`config.mk`:
```
export PLATFORM = sky130hd
export DESIGN_NAME = axi_packet
export DESIGN_NICKNAME = d
export VERILOG_FILES = /design/src/rtl/axi_packet_pkg.sv /design/src/rtl/axi_word_ram.sv /design/src/rtl/axi_packet.sv
export SDC_FILE = /design/constraint.sdc
export NUM_CORES = 1
export LEC_CHECK = 0
export ABC_AREA = 1
export BUFFER_PORTS_ARGS = -buffer_cell sky130_fd_sc_hd__buf_2
export CAP_MARGIN = 20
export CORE_UTILIZATION = 29
export DETAILED_ROUTE_END_ITERATION = 8
export GPL_TIMING_DRIVEN = 1
export PLACE_DENSITY_LB_ADDON = 0.3
export SLEW_MARGIN = 10
export SYNTH_ARGS = -nofsm -noshare
export SYNTH_HDL_FRONTEND = slang
export SYNTH_SLANG_ARGS = --single-unit
export TNS_END_PERCENT = 10
```
`constraint.sdc`:
```
create_clock -name ACLK -period 3 [get_ports ACLK]
set_clock_uncertainty 0.2 [all_clocks]
set_input_delay 0.3 -clock ACLK [delete_from_list [all_inputs] [get_ports ACLK]]
set_output_delay 0.3 -clock ACLK [all_outputs]
set_load 0.005 [all_outputs]
```
`src/rtl/axi_packet_pkg.sv`:
```
// axi_packet_pkg
//   Shared types for the axi_packet write slave:
//   - state_e  : write-channel FSM states (IDLE -> DATA -> RESP)
//   - resp_e   : AXI write response encodings
//   - access_e : what a W beat does to storage (nothing, write, or dropped)
//   - address arithmetic constants used when checking a burst's byte range
package axi_packet_pkg;

  typedef enum logic [1:0] {
    ST_IDLE = 2'd0,
    ST_DATA = 2'd1,
    ST_RESP = 2'd2
  } state_e;

  typedef enum logic [1:0] {
    RESP_OKAY   = 2'b00,
    RESP_EXOKAY = 2'b01,
    RESP_SLVERR = 2'b10,
    RESP_DECERR = 2'b11
  } resp_e;

  // ACC_DROP is a beat that was handshaken but belongs to an errored burst,
  // so it is consumed without touching storage.
  typedef enum logic [1:0] {
    ACC_NONE  = 2'd0,
    ACC_WRITE = 2'd1,
    ACC_DROP  = 2'd2
  } access_e;

  // Bytes per storage word used for the range check and word indexing.
  localparam int unsigned BYTES_PER_WORD = 4;
  localparam int unsigned WORD_SHIFT     = 2;

  // Extra bits on top of the byte address so that
  // start + (len+1) << size (len up to 255, size up to 7) cannot wrap.
  localparam int unsigned ADDR_EXT_BITS  = 9;

endpackage

```
`src/rtl/axi_word_ram.sv`:
```
// axi_word_ram
//   MEMORY_DEPTH x DATA_WIDTH word storage, no reset (contents persist).
//   Ports:
//     i_clk    : clock, write on rising edge
//     i_we     : write enable
//     i_waddr  : write word index
//     i_wdata  : write data
//     i_raddr  : combinational read word index
//     o_rdata  : combinational read data
module axi_word_ram #(
  parameter int DATA_WIDTH   = 32,
  parameter int MEMORY_DEPTH = 1024,
  localparam int IDX_W       = (MEMORY_DEPTH > 1) ? $clog2(MEMORY_DEPTH) : 1
) (
  input  logic                  i_clk,
  input  logic                  i_we,
  input  logic [IDX_W-1:0]      i_waddr,
  input  logic [DATA_WIDTH-1:0] i_wdata,
  input  logic [IDX_W-1:0]      i_raddr,
  output logic [DATA_WIDTH-1:0] o_rdata
);

  logic [DATA_WIDTH-1:0] r_mem [MEMORY_DEPTH];

  always_ff @(posedge i_clk) begin
    if (i_we) r_mem[i_waddr] <= i_wdata;
  end

  assign o_rdata = r_mem[i_raddr];

endmodule

```
`src/rtl/axi_packet.sv`:
```
// axi_packet
//   AXI4 INCR-only write slave backed by axi_word_ram.
//   One burst at a time: IDLE (accept AW) -> DATA (accept AWLEN+1 beats)
//   -> RESP (hold B until BREADY) -> IDLE.
//   Ports:
//     ACLK, ARESET            : clock, synchronous active-high reset
//     AWADDR/AWLEN/AWSIZE     : burst start byte address, beats-1, log2 bytes/beat
//     AWVALID/AWREADY         : address handshake
//     WDATA/WVALID/WLAST      : write data beat, final-beat marker
//     WREADY                  : data accepted
//     BRESP/BVALID/BREADY     : write response (OKAY or SLVERR only)
module axi_packet
  import axi_packet_pkg::*;
#(
  parameter int DATA_WIDTH   = 32,
  parameter int ADDR_WIDTH   = 16,
  parameter int MEMORY_DEPTH = 1024
) (
  input  logic                  ACLK,
  input  logic                  ARESET,
  input  logic [ADDR_WIDTH-1:0] AWADDR,
  input  logic [7:0]            AWLEN,
  input  logic [2:0]            AWSIZE,
  input  logic                  AWVALID,
  output logic                  AWREADY,
  input  logic [DATA_WIDTH-1:0] WDATA,
  input  logic                  WVALID,
  input  logic                  WLAST,
  output logic                  WREADY,
  output logic [1:0]            BRESP,
  output logic                  BVALID,
  input  logic                  BREADY
);

  localparam int EXT_W    = ADDR_WIDTH + ADDR_EXT_BITS;
  localparam int IDX_W    = (MEMORY_DEPTH > 1) ? $clog2(MEMORY_DEPTH) : 1;
  localparam int MAX_SIZE = $clog2(DATA_WIDTH / 8);
  localparam logic [EXT_W-1:0] MEM_BYTES = EXT_W'(MEMORY_DEPTH * BYTES_PER_WORD);

  state_e            r_state;
  state_e            w_nxt;
  logic [EXT_W-1:0]  r_cur_addr;
  logic [7:0]        r_len;
  logic [7:0]        r_beat;
  logic [2:0]        r_size;
  logic              r_err;       // range/size error latched at AW time
  logic              r_last_err;  // WLAST protocol violation seen so far
  logic              r_awready;
  logic              r_wready;
  logic              r_bvalid;
  resp_e             r_bresp;

  logic              w_aw_hs;
  logic              w_w_hs;
  logic              w_b_hs;
  logic              w_last_beat;
  logic              w_wlast_bad;
  logic              w_bad_size;
  logic [EXT_W-1:0]  w_end_addr;
  logic              w_aw_err;
  logic [EXT_W-1:0]  w_step;
  logic [IDX_W-1:0]  w_idx;
  access_e           w_acc;
  logic [DATA_WIDTH-1:0] w_rd_data;
  logic              w_unused_rd;

  assign w_aw_hs = AWVALID && r_awready;
  assign w_w_hs  = WVALID  && r_wready;
  assign w_b_hs  = BREADY  && r_bvalid;

  // Range check on the widened address so a burst near the top of the
  // AWADDR space is flagged rather than wrapping back into range.
  assign w_bad_size = AWSIZE > 3'(MAX_SIZE);
  assign w_end_addr = EXT_W'(AWADDR) + ((EXT_W'(AWLEN) + EXT_W'(1)) << AWSIZE);
  assign w_aw_err   = w_bad_size || (w_end_addr > MEM_BYTES);

  assign w_step      = EXT_W'(1) << r_size;
  assign w_idx       = IDX_W'(r_cur_addr >> WORD_SHIFT);
  assign w_last_beat = (r_beat == r_len);
  // WLAST must be high exactly on the beat where the counter reaches AWLEN.
  assign w_wlast_bad = w_w_hs && (WLAST != w_last_beat);

  always_comb begin
    w_acc = ACC_NONE;
    if (w_w_hs) w_acc = r_err ? ACC_DROP : ACC_WRITE;
  end

  always_comb begin
    w_nxt = r_state;
    case (r_state)
      ST_IDLE: if (w_aw_hs)                w_nxt = ST_DATA;
      ST_DATA: if (w_w_hs && w_last_beat)  w_nxt = ST_RESP;
      ST_RESP: if (w_b_hs)                 w_nxt = ST_IDLE;
      default:                             w_nxt = ST_IDLE;
    endcase
  end

  // Handshake outputs are registered from the next state so they line up
  // with r_state every cycle except the first one after reset, where
  // AWREADY is still held low.
  always_ff @(posedge ACLK) begin
    if (ARESET) begin
      r_state    <= ST_IDLE;
      r_awready  <= 1'b0;
      r_wready   <= 1'b0;
      r_bvalid   <= 1'b0;
      r_bresp    <= RESP_OKAY;
      r_cur_addr <= '0;
      r_len      <= '0;
      r_size     <= '0;
      r_beat     <= '0;
      r_err      <= 1'b0;
      r_last_err <= 1'b0;
    end else begin
      r_state   <= w_nxt;
      r_awready <= (w_nxt == ST_IDLE);
      r_wready  <= (w_nxt == ST_DATA);
      r_bvalid  <= (w_nxt == ST_RESP);

      if (w_aw_hs) begin
        r_cur_addr <= EXT_W'(AWADDR);
        r_len      <= AWLEN;
        r_size     <= AWSIZE;
        r_beat     <= '0;
        r_err      <= w_aw_err;
        r_last_err <= 1'b0;
      end

      if (w_w_hs) begin
        r_cur_addr <= r_cur_addr + w_step;
        r_beat     <= r_beat + 8'd1;
        if (w_wlast_bad) r_last_err <= 1'b1;
        // Response is settled on the final beat and then held for all of RESP.
        if (w_last_beat)
          r_bresp <= (r_err || r_last_err || w_wlast_bad) ? RESP_SLVERR : RESP_OKAY;
      end
    end
  end

  axi_word_ram #(
    .DATA_WIDTH   (DATA_WIDTH),
    .MEMORY_DEPTH (MEMORY_DEPTH)
  ) u_ram (
    .i_clk   (ACLK),
    .i_we    (w_acc == ACC_WRITE),
    .i_waddr (w_idx),
    .i_wdata (WDATA),
    .i_raddr (w_idx),
    .o_rdata (w_rd_data)
  );

  // The read port exists for inspection of the array; nothing in the
  // write path consumes it.
  assign w_unused_rd = ^w_rd_data;

  assign AWREADY = r_awready;
  assign WREADY  = r_wready;
  assign BVALID  = r_bvalid;
  assign BRESP   = r_bresp;

endmodule

```
==> flow_metrics.env, run 1 <==
export IMPL_ctsHoldBuffers=0
export IMPL_gr_usage_met3=0.0213
export IMPL_grt_overflow=0
export IMPL_die_h_um=96.1
export IMPL_yosysSeqAreaShare=0.187
export IMPL_hold_depth=2
export IMPL_startpoint="AWLEN[1]"
export IMPL_fp_row_count=33
export IMPL_die_area_um2=9240
export IMPL_holdCritStartpoint="ARESET"
export IMPL_synth_edf_count=0
export IMPL_crit_path_end_kind="flip-flop"
export IMPL_synth_top_cell_area_share=0.188
export IMPL_synthArstFlopShare=0
export IMPL_yosys_top_cells_area="nand2_1 19%, dfxtp_1 19%, ha_1 9.3%"
export IMPL_post_place_cells=593
export IMPL_irDropWorstVdd_mv=0.164
export IMPL_firstDrtPassIters=4
export IMPL_crit_type="in -> reg"
export IMPL_postRouteAntennaNets=0
export IMPL_fp_dieW_um=96.1
export IMPL_clock_path_buffers=2
export IMPL_finalMaxSlewViolations=0
export IMPL_wire_per_inst_um=11.3
export IMPL_gr_usage_all_layers=0.148
export IMPL_hold_path_end="r_last_err"
export IMPL_synthFlopType="dfxtp_1"
export IMPL_final_nets=582
export IMPL_top_usage_layer="met2"
export IMPL_gr_usage_met1=0.198
export IMPL_grt_pass1_vias=2611
export IMPL_r2r_start="AWREADY"
export IMPL_ys_ff_latch=24
export IMPL_fin_crit_sh=0.914
export IMPL_r2r_slack_ns=1.24
export IMPL_grt_max_degree=16
export IMPL_synth_warnings=0
export IMPL_grt_pass1_wl_mm=11.0
export IMPL_cts_htree_levels=1
export IMPL_syn_area_um2=2570
export IMPL_fin_tns_setup_ns=0
export IMPL_fp_coreArea_um2=8380
export IMPL_layoutNonFillerInstCount=600
export IMPL_avgSynthCellArea_um2=5.84
export IMPL_drive_gt1_frac=0.244
export IMPL_cts_root_buf="clkbuf_8"
export IMPL_leakage_uw=0.00161
export IMPL_numCtsBuffers=3
export IMPL_syn_inst=440
export IMPL_drc=0
export IMPL_maxCapViolCount=0
export IMPL_critPathArrivalTime_ns=2.70
export IMPL_syn_nets=525
export IMPL_initial_core_util=0.307
export IMPL_status="finished, final reports clean"
export IMPL_grt_use_met2=0.259
export IMPL_required_ns=2.96
export IMPL_n_antenna_cell=0
export IMPL_tritoncts="yes"
export IMPL_drt_iter0_drc=107
export IMPL_fmax_ghz=0.365
export IMPL_antenna_found_initial=0
export IMPL_via_per_inst=4.78
export IMPL_setup_viol=0
export IMPL_place_hpwl_mm=5.50
export IMPL_vias=2865
export IMPL_port_buffers=36
export IMPL_cts_num_sinks=24
export IMPL_holdCritPathClass="in -> reg"
export IMPL_ys_types=41
export IMPL_pin_count=70
export IMPL_synth_largest_area_cell="nand2_1"
export IMPL_r2r_end="r_err"
export IMPL_design_area_um2=3240
export IMPL_powerDensity_nw_per_um2=318
export IMPL_r2r_cells=9
export IMPL_cp_max_fo=4
export IMPL_hold_viol=0
export IMPL_startpoint_type="input pin"
export IMPL_dpl_instance_area_um2=3000
export IMPL_rsz0062_at_grt="yes"
export IMPL_place_congestion=0.850
export IMPL_area_delta_synth_final_pct=26.2
export IMPL_cts_clk_slew_worst_paths_ns=0.08
export IMPL_period_minus_slack_ns=2.74
export IMPL_drt_wl_total_mm=6.75
export IMPL_clk_latency_ns=0.26
==> logic make-up after synthesis <==
| family | synth area share |
|---|---|
| buffers and inverters | 0.109 |
| AOI/OAI and AO/OA | 0.147 |
| DFF | 0.187 |
| and+or+nand+nor | 0.417 |
| adders and majority gates | 0.100 |
| xor gates and xnor gates | 0.0307 |
| other | 0.00146 |
| muxes | 0.00779 |
==> repair_timing <==
action / 4_1_cts / 5_1_grt
gates resized for setup: 0 / 47
setup buffers: 0 / 4
endpoints found under the setup margin: 0 / 1
==> worst max-delay path, cell delays in order <==
cell	delay, ns
buf_8	0.11
ha_4	0.16
nand2_4	0.06
nor2_4	0.04
xnor2_1	0.22
or2_1	0.16
nand3_1	0.11
o211ai_1	0.11
o21ai_1	0.10
ha_1	0.37
nand2_1	0.13
inv_2	0.07
nand3_1	0.09
nand2_1	0.11
nand2_1	0.09
nand3_1	0.09
nand2_1	0.06
nor2_2	0.10
nand2_1	0.05
nor2_1	0.09
a21oi_1	0.06
==> metal layers <==
metal  wire length, µm  up-vias
li1                  -     1528
met3               219        6
met1              3270     1290
met5                 0        -
met2              3230       41
met4                31        0
==> power breakdown <==
group	internal [µW]	leakage (µW)	switching, µW	total (µW)
registers	333	0.000196	8.51	342
clock network	89.8	0.0000216	98.5	188
logic	210	0.00139	292	502
==> cell type report <==
class,instances,area (µm²)
tap,105,131
timing repair buffer,61,387
sequential,24,480
inverter,64,240
multi-input combinational,343,1960
clock buffer,3,41.3
fill,929,5140
==> state kept, by name, indices dropped and copies added, names as in the netlist <==
name and flops:
r_beat 8, BVALID 1, BRESP 1, r_last_err 1, r_len 8, WREADY 1
r_state 2, AWREADY 1, r_err 1
==> worst max-delay path by stage <==
stage | depth (start not counted) | slack [ns] | end
after detailed placement | 21 | -0.14 | r_err
after global placement | 21 | -0.11 | r_err
after floorplan | 23 | 0.34 | r_err
after CTS | 21 | 0.14 | r_err
after global routing | 25 | -0.07 | r_err
final | 21 | 0.26 | r_err
==> through the flow <==
step            util  setup slack (ns)  hold WS, ns  total power, µW
2_1_floorplan      -             0.339        0.242              661
3_3_place_gp   0.358            -0.113        0.260              795
3_5_place_dp   0.358            -0.136        0.262              802
4_1_cts        0.363             0.136        0.116              991
5_1_grt        0.387           -0.0659        0.122             1120
6_report       0.387             0.258        0.122             1030
==> cell usage in the layout (no fill, tap or decap), types with 2 or more instances in the layout <==
cell,synthesis,layout
a21oi_1,20,19
a21oi_2,2,3
buf_2,2,33
buf_4,1,26
clkbuf_8,0,3
dfxtp_1,24,24
ha_1,19,16
ha_4,0,3
inv_1,58,56
inv_2,6,8
nand2_1,129,119
nand2_2,5,14
nand3_1,39,35
nand3_2,1,5
nand3b_1,5,5
nand4_1,4,4
nor2_1,45,38
nor2_2,4,8
nor2_4,1,4
nor3_1,8,8
o211ai_1,4,4
o21ai_0,16,15
o21ai_1,10,8
o21ai_2,2,5
o21bai_1,2,2
o31ai_1,3,3
xnor2_1,6,6
xor2_1,3,2
==> synth_stat cells, drive strengths merged (6+ instances only) <==
library cell	count
a21oi	22
clkbuf	6
dfxtp	24
ha	19
inv	64
nand2	134
nand3	40
nor2	50
nor3	8
o21ai	28
xnor2	6
Note: power is estimated with default switching activity, not from simulation.
==> run 2, diff against run 1 <==
--- a/config.mk
+++ b/config.mk
@@ -5,7 +5,6 @@
 export SDC_FILE = /design/constraint.sdc
 export NUM_CORES = 1
 export LEC_CHECK = 0
-export ABC_AREA = 1
 export BUFFER_PORTS_ARGS = -buffer_cell sky130_fd_sc_hd__buf_2
 export CAP_MARGIN = 20
 export CORE_UTILIZATION = 29
==> run 2 against run 1 <==
The run now ends with setup timing left; maximum frequency down 19%; area after synthesis down 2.2%; worst hold slack worse by 0.052 ns; clock-buffer cell count up 1; total power up 15%; routed wire length up 14%.
==> flow_metrics.env, run 2 <==
export IMPL_gr_usage_all_layers=0.173
export IMPL_firstDrtPassIters=5
export IMPL_crit_type="in -> reg"
export IMPL_fmax_ghz=0.294
export IMPL_fp_dieW_um=95.1
export IMPL_dpl_instance_area_um2=3260
export IMPL_fin_crit_sh=1.13
export IMPL_rsz0062_at_grt="yes"
export IMPL_antenna_found_initial=0
export IMPL_area_sequential_um2=480
export IMPL_drc=0
export IMPL_hold_depth=2
export IMPL_clock_path_buffers=2
export IMPL_clk_latency_ns=0.26
export IMPL_tritoncts="yes"
export IMPL_port_buffers=36
export IMPL_cp_max_fo=6
export IMPL_total_power_uw=1190
export IMPL_numCtsBuffers=3
export IMPL_synthArstFlopShare=0
export IMPL_ys_types=64
export IMPL_yosysSeqAreaShare=0.191
export IMPL_reg_top3="r_beat: 8 flops, r_len: 8 flops, r_state: 2 flops"
export IMPL_syn_area_um2=2510
export IMPL_die_area_um2=9040
export IMPL_timing_final_ws_setup_ns=-0.401
export IMPL_syn_nets=436
export IMPL_cts_root_buf="clkbuf_8"
export IMPL_slew_headroom=0.615
export IMPL_fin_tns_setup_ns=-0.401
export IMPL_synth_warnings=0
export IMPL_synth_edf_count=0
export IMPL_synth_largest_area_cell="dfxtp_1"
export IMPL_synthTopCellsByCount="43 x nor2_1, 39 x nand2_1, 37 x a21oi_1"
export IMPL_startpoint_type="input pin"
export IMPL_vias=2908
export IMPL_syn_inst=351
export IMPL_grt_pass1_vias=2725
export IMPL_yosysMostFrequentCell="nor2_1"
export IMPL_ys_ff_latch=24
export IMPL_critPathArrivalTime_ns=3.36
export IMPL_violations="setup timing"
export IMPL_multi_input_area_um2=2170
export IMPL_place_hpwl_mm=5.78
export IMPL_cts_num_sinks=24
export IMPL_hold_viol=0
export IMPL_initial_core_util=0.303
export IMPL_setup_viol=1
export IMPL_cts_htree_levels=1
export IMPL_leakage_uw=0.00159
export IMPL_pin_count=70
export IMPL_design_area_um2=3740
export IMPL_die_h_um=95.1
export IMPL_grt_overflow=0
export IMPL_tightestPinTransition_ns=0.573
export IMPL_avgSynthCellArea_um2=7.16
export IMPL_grt_pass1_wl_mm=12.6
export IMPL_status="finished, violations left"
export IMPL_place_congestion=0.864
export IMPL_wire_per_inst_um=13.7
export IMPL_cts_clk_slew_worst_paths_ns=0.08
export IMPL_synth_top_cell_area_share=0.191
export IMPL_pre_cts_ws_ns=-0.940
export IMPL_yosys_top_cells_area="dfxtp_1 19%, ha_1 9.5%, a21oi_1 7.4%"
export IMPL_period_minus_slack_ns=3.40
export IMPL_r2r_cells=5
export IMPL_nFillCells=834
export IMPL_irDropWorstVdd_mv=0.164
export IMPL_maxCapViolCount=0
export IMPL_grt_max_degree=25
export IMPL_fp_row_count=33
export IMPL_crit_path_end_kind="flip-flop"
export IMPL_n_antenna_cell=0
export IMPL_drt_iter0_drc=140
export IMPL_holdCritPathClass="in -> reg"
export IMPL_layout_common_cells="79 x buf_4, 42 x nor2_1, 38 x nand2_1"
export IMPL_drive_gt1_frac=0.398
export IMPL_finalMaxSlewViolations=0
export IMPL_fp_coreArea_um2=8300
export IMPL_drt_wl_total_mm=7.68
export IMPL_required_ns=2.96
export IMPL_powerDensity_nw_per_um2=318
export IMPL_synthFlopType="dfxtp_1"
export IMPL_final_common_cell="buf_4"
export IMPL_area_delta_synth_final_pct=49.1
export IMPL_via_per_inst=5.17
export IMPL_final_nets=543
export IMPL_postRouteAntennaNets=0
export IMPL_utilization=0.451
[run 2: power by group]
group	internal [µW]	switching (µW)
sequential	330	8.64
combinational	324	308
clock	117	101
[run 2: final cells by class]
class                           instances  share of cell area
Multi-Input combinational cell        300               0.580
Timing Repair Buffer                  120               0.233
Sequential cell                        24               0.128
Tap cell                              105              0.0351
Clock buffer                            4              0.0147
Inverter                                9             0.00902
[run 2: metal layers]
layer  track usage  up-vias  wire [µm]
met2         0.318       58       3840
met1         0.222     1350       3470
li1              -     1494          -
met4        0.0152        0         39
met3        0.0199        6        332
met5             0        -          0
[run 2: final timing paths]
| path | to | slack [ns] | start |
|---|---|---|---|
| setup reg to reg | BRESP[1] | 1.10 | r_beat[2] |
| hold / removal | BRESP[1] | 0.07 | WLAST |
| hold reg to reg | r_len[0] | 0.27 | r_len[0] |
| setup / recovery | r_err | -0.40 | AWLEN[4] |
[run 2: critical path, stage by stage]
cell and delay (ns):
buf_6 0.07, and3_4 0.22, and3_4 0.21, nand2_2 0.06
a32o_1 0.24, mux2_4 0.29, nor2_4 0.13, a21oi_4 0.05
ha_4 0.26, buf_4 0.14, nand2b_1 0.09, o22ai_1 0.09
nor4_1 0.24, nand4_1 0.12, or4_1 0.57, o31ai_2 0.19
a21oi_1 0.09
[run 2: per-stage QoR]
step / hold WS (ns) / cells
after floorplan: 0.172 / 351
after global placement: 0.254 / 542
after detailed placement: 0.264 / 542
after CTS: 0.0652 / 555
after global routing: 0.0704 / 562
final: 0.0704 / 562
[run 2: timing repair]
item                       in CTS  in global routing
pin swaps                      29                 17
gates resized for setup        52                 19
hold endpoints to repair        0                  0
setup buffers                   9                  7
setup endpoints to repair       1                  1
hold buffers                    0                  0
[run 2: kinds of logic after synthesis]
family                   count (synthesis)  synth area share
AND/OR/NAND/NOR                        152             0.296
AO/OA/AOI/OAI                          107             0.282
buffers and inverters                   27            0.0518
flip-flops                              24             0.191
adder cells (fa/ha/maj)                 20             0.103
XOR/XNOR                                13            0.0453
multiplexers                             7            0.0294
other                                    1           0.00149
==> run 3, diff against run 2 <==
==> constraint.sdc (replaced) <==
create_clock -name ACLK -period 3.2 [get_ports ACLK]
set_clock_uncertainty 0.2 [all_clocks]
set_input_delay 0.32 -clock ACLK [delete_from_list [all_inputs] [get_ports ACLK]]
set_output_delay 0.32 -clock ACLK [all_outputs]
set_load 0.005 [all_outputs]
==> run 3 against run 2 <==
The flow still finishes with violations (setup timing); first-iteration DRC count shrank 18%; critical path depth is 1 higher; routed wire length down 3.3%; flip-flop and latch count did not move; sequential share of layout area is 0.26 points higher; register-to-register slack improved by 0.20 ns; clock-buffer cell count down 1; critical endpoint unchanged; highest routed layer unchanged.
==> flow_metrics.env, run 3 (synthesis results as in run 2) <==
export IMPL_final_nets=538
export IMPL_status="finished, violations left"
export IMPL_total_power_uw=1160
export IMPL_vias=2893
export IMPL_slew_headroom=0.509
export IMPL_fin_crit_sh=1.07
export IMPL_fp_coreArea_um2=8300
export IMPL_via_per_inst=5.19
export IMPL_grt_overflow=0
export IMPL_rsz0062_at_grt="yes"
export IMPL_antenna_found_initial=0
export IMPL_grt_pass1_wl_mm=12.4
export IMPL_critPathArrivalTime_ns=3.40
export IMPL_pin_count=70
export IMPL_place_hpwl_mm=5.59
export IMPL_fin_tns_setup_ns=-0.230
export IMPL_required_ns=3.17
export IMPL_numCtsBuffers=3
export IMPL_clk_latency_ns=0.27
export IMPL_grt_pass1_vias=2743
export IMPL_hold_ws_ns=0.0825
export IMPL_irDropWorstVdd_mv=0.170
export IMPL_drt_iter0_drc=115
export IMPL_powerDensity_nw_per_um2=316
export IMPL_crit_path_end_kind="flip-flop"
export IMPL_fmax_ghz=0.292
export IMPL_area_delta_synth_final_pct=46.1
export IMPL_drc=0
export IMPL_finalMaxSlewViolations=0
export IMPL_dpl_instance_area_um2=3220
export IMPL_holdCritPathClass="in -> reg"
export IMPL_final_common_cell="buf_4"
export IMPL_tightestPinTransition_ns=0.736
export IMPL_gr_usage_all_layers=0.169
export IMPL_port_buffers=36
export IMPL_startpoint_type="input pin"
export IMPL_violations="setup timing"
export IMPL_firstDrtPassIters=4
export IMPL_drt_wl_total_mm=7.43
export IMPL_hold_viol=0
export IMPL_cts_root_buf="clkbuf_8"
export IMPL_ctsHoldBuffers=0
export IMPL_n_antenna_cell=0
export IMPL_fp_dieW_um=95.1
export IMPL_nFillCells=819
export IMPL_design_area_um2=3670
export IMPL_initial_core_util=0.303
export IMPL_grt_max_degree=25
export IMPL_timing_final_ws_setup_ns=-0.230
export IMPL_cts_num_sinks=24
export IMPL_area_sequential_um2=480
export IMPL_place_congestion=0.862
export IMPL_clock_path_buffers=2
export IMPL_multi_input_area_um2=2130
export IMPL_period_minus_slack_ns=3.43
export IMPL_die_h_um=95.1
export IMPL_wire_per_inst_um=13.3
export IMPL_reg_top3="r_beat: 8 flops, r_len: 8 flops, r_state: 2 flops"
export IMPL_cts_htree_levels=1
export IMPL_pre_cts_ws_ns=-0.699
export IMPL_drive_gt1_frac=0.378
export IMPL_maxCapViolCount=0
export IMPL_leakage_uw=0.00157
export IMPL_tritoncts="yes"
export IMPL_setup_viol=1
export IMPL_layout_common_cells="75 x buf_4, 42 x nor2_1, 38 x nand2_1"
export IMPL_cp_max_fo=5
export IMPL_crit_type="in -> reg"
export IMPL_die_area_um2=9040
export IMPL_postRouteAntennaNets=0
export IMPL_cts_clk_slew_worst_paths_ns=0.09
export IMPL_fp_row_count=33
## run 3: changes by cell type in the layout (fill, tap and decap cells not counted), sizes merged
cell    previous run  this run
buf              120       115
bufinv             0         1
clkbuf             4         3
## run 3: per-layer routing
metal | part of all wire | global-route usage | vias to the layer above
met3 | 0.037 | 0.0215 | 8
met4 | 0.0081 | 0.0215 | 0
met1 | 0.46 | 0.217 | 1352
met5 | 0 | 0 | -
met2 | 0.49 | 0.307 | 53
li1 | - | - | 1480
## run 3: critical path: stages
cell and delay (ns):
buf_6 0.09, ha_4 0.15, nor2b_4 0.17, nand2_1 0.08, a21oi_1 0.23, nor3_2 0.09, or2_4 0.25, a21oi_2 0.12
a21oi_1 0.05, ha_2 0.38, buf_4 0.12, buf_4 0.10, o2111ai_1 0.10, a21oi_1 0.20, nor3_1 0.09, or4bb_1 0.55
o31ai_4 0.22, a21oi_1 0.08
## run 3: worst paths after layout
check              to  cells after the start  slack, ns      start
max             r_err                     18      -0.23   AWLEN[1]
max reg2reg  BRESP[1]                      5       1.30  r_beat[2]
min reg2reg  r_len[7]                      2       0.27   r_len[7]
min          BRESP[1]                      2       0.08      WLAST
## run 3: through the flow
stage | utilization | std cells
2_1_floorplan | - | 351
3_3_place_gp | 0.388 | 537
3_5_place_dp | 0.388 | 537
4_1_cts | 0.436 | 556
5_1_grt | 0.442 | 557
6_report | 0.442 | 557
## run 3: final cells by class
class                           count  share of cell area
Clock buffer                        3              0.0112
Tap cell                          105              0.0358
Inverter                            9             0.00920
Multi-Input combinational cell    300               0.580
Clock inverter                      1             0.00818
Timing Repair Buffer              115               0.225
Sequential cell                    24               0.131
## run 3: power breakdown
| group | internal, µW | switching [µW] |
|---|---|---|
| clock | 167 | 100 |
| combinational | 294 | 282 |
| sequential | 310 | 8.06 |
## run 3: timing repair
action	in CTS	in global routing
cloned	0	0
endpoints found under the setup margin	1	1
resized for setup	48	13
pin swaps	26	6
setup buffers	15	1
endpoints found under the hold margin	0	0
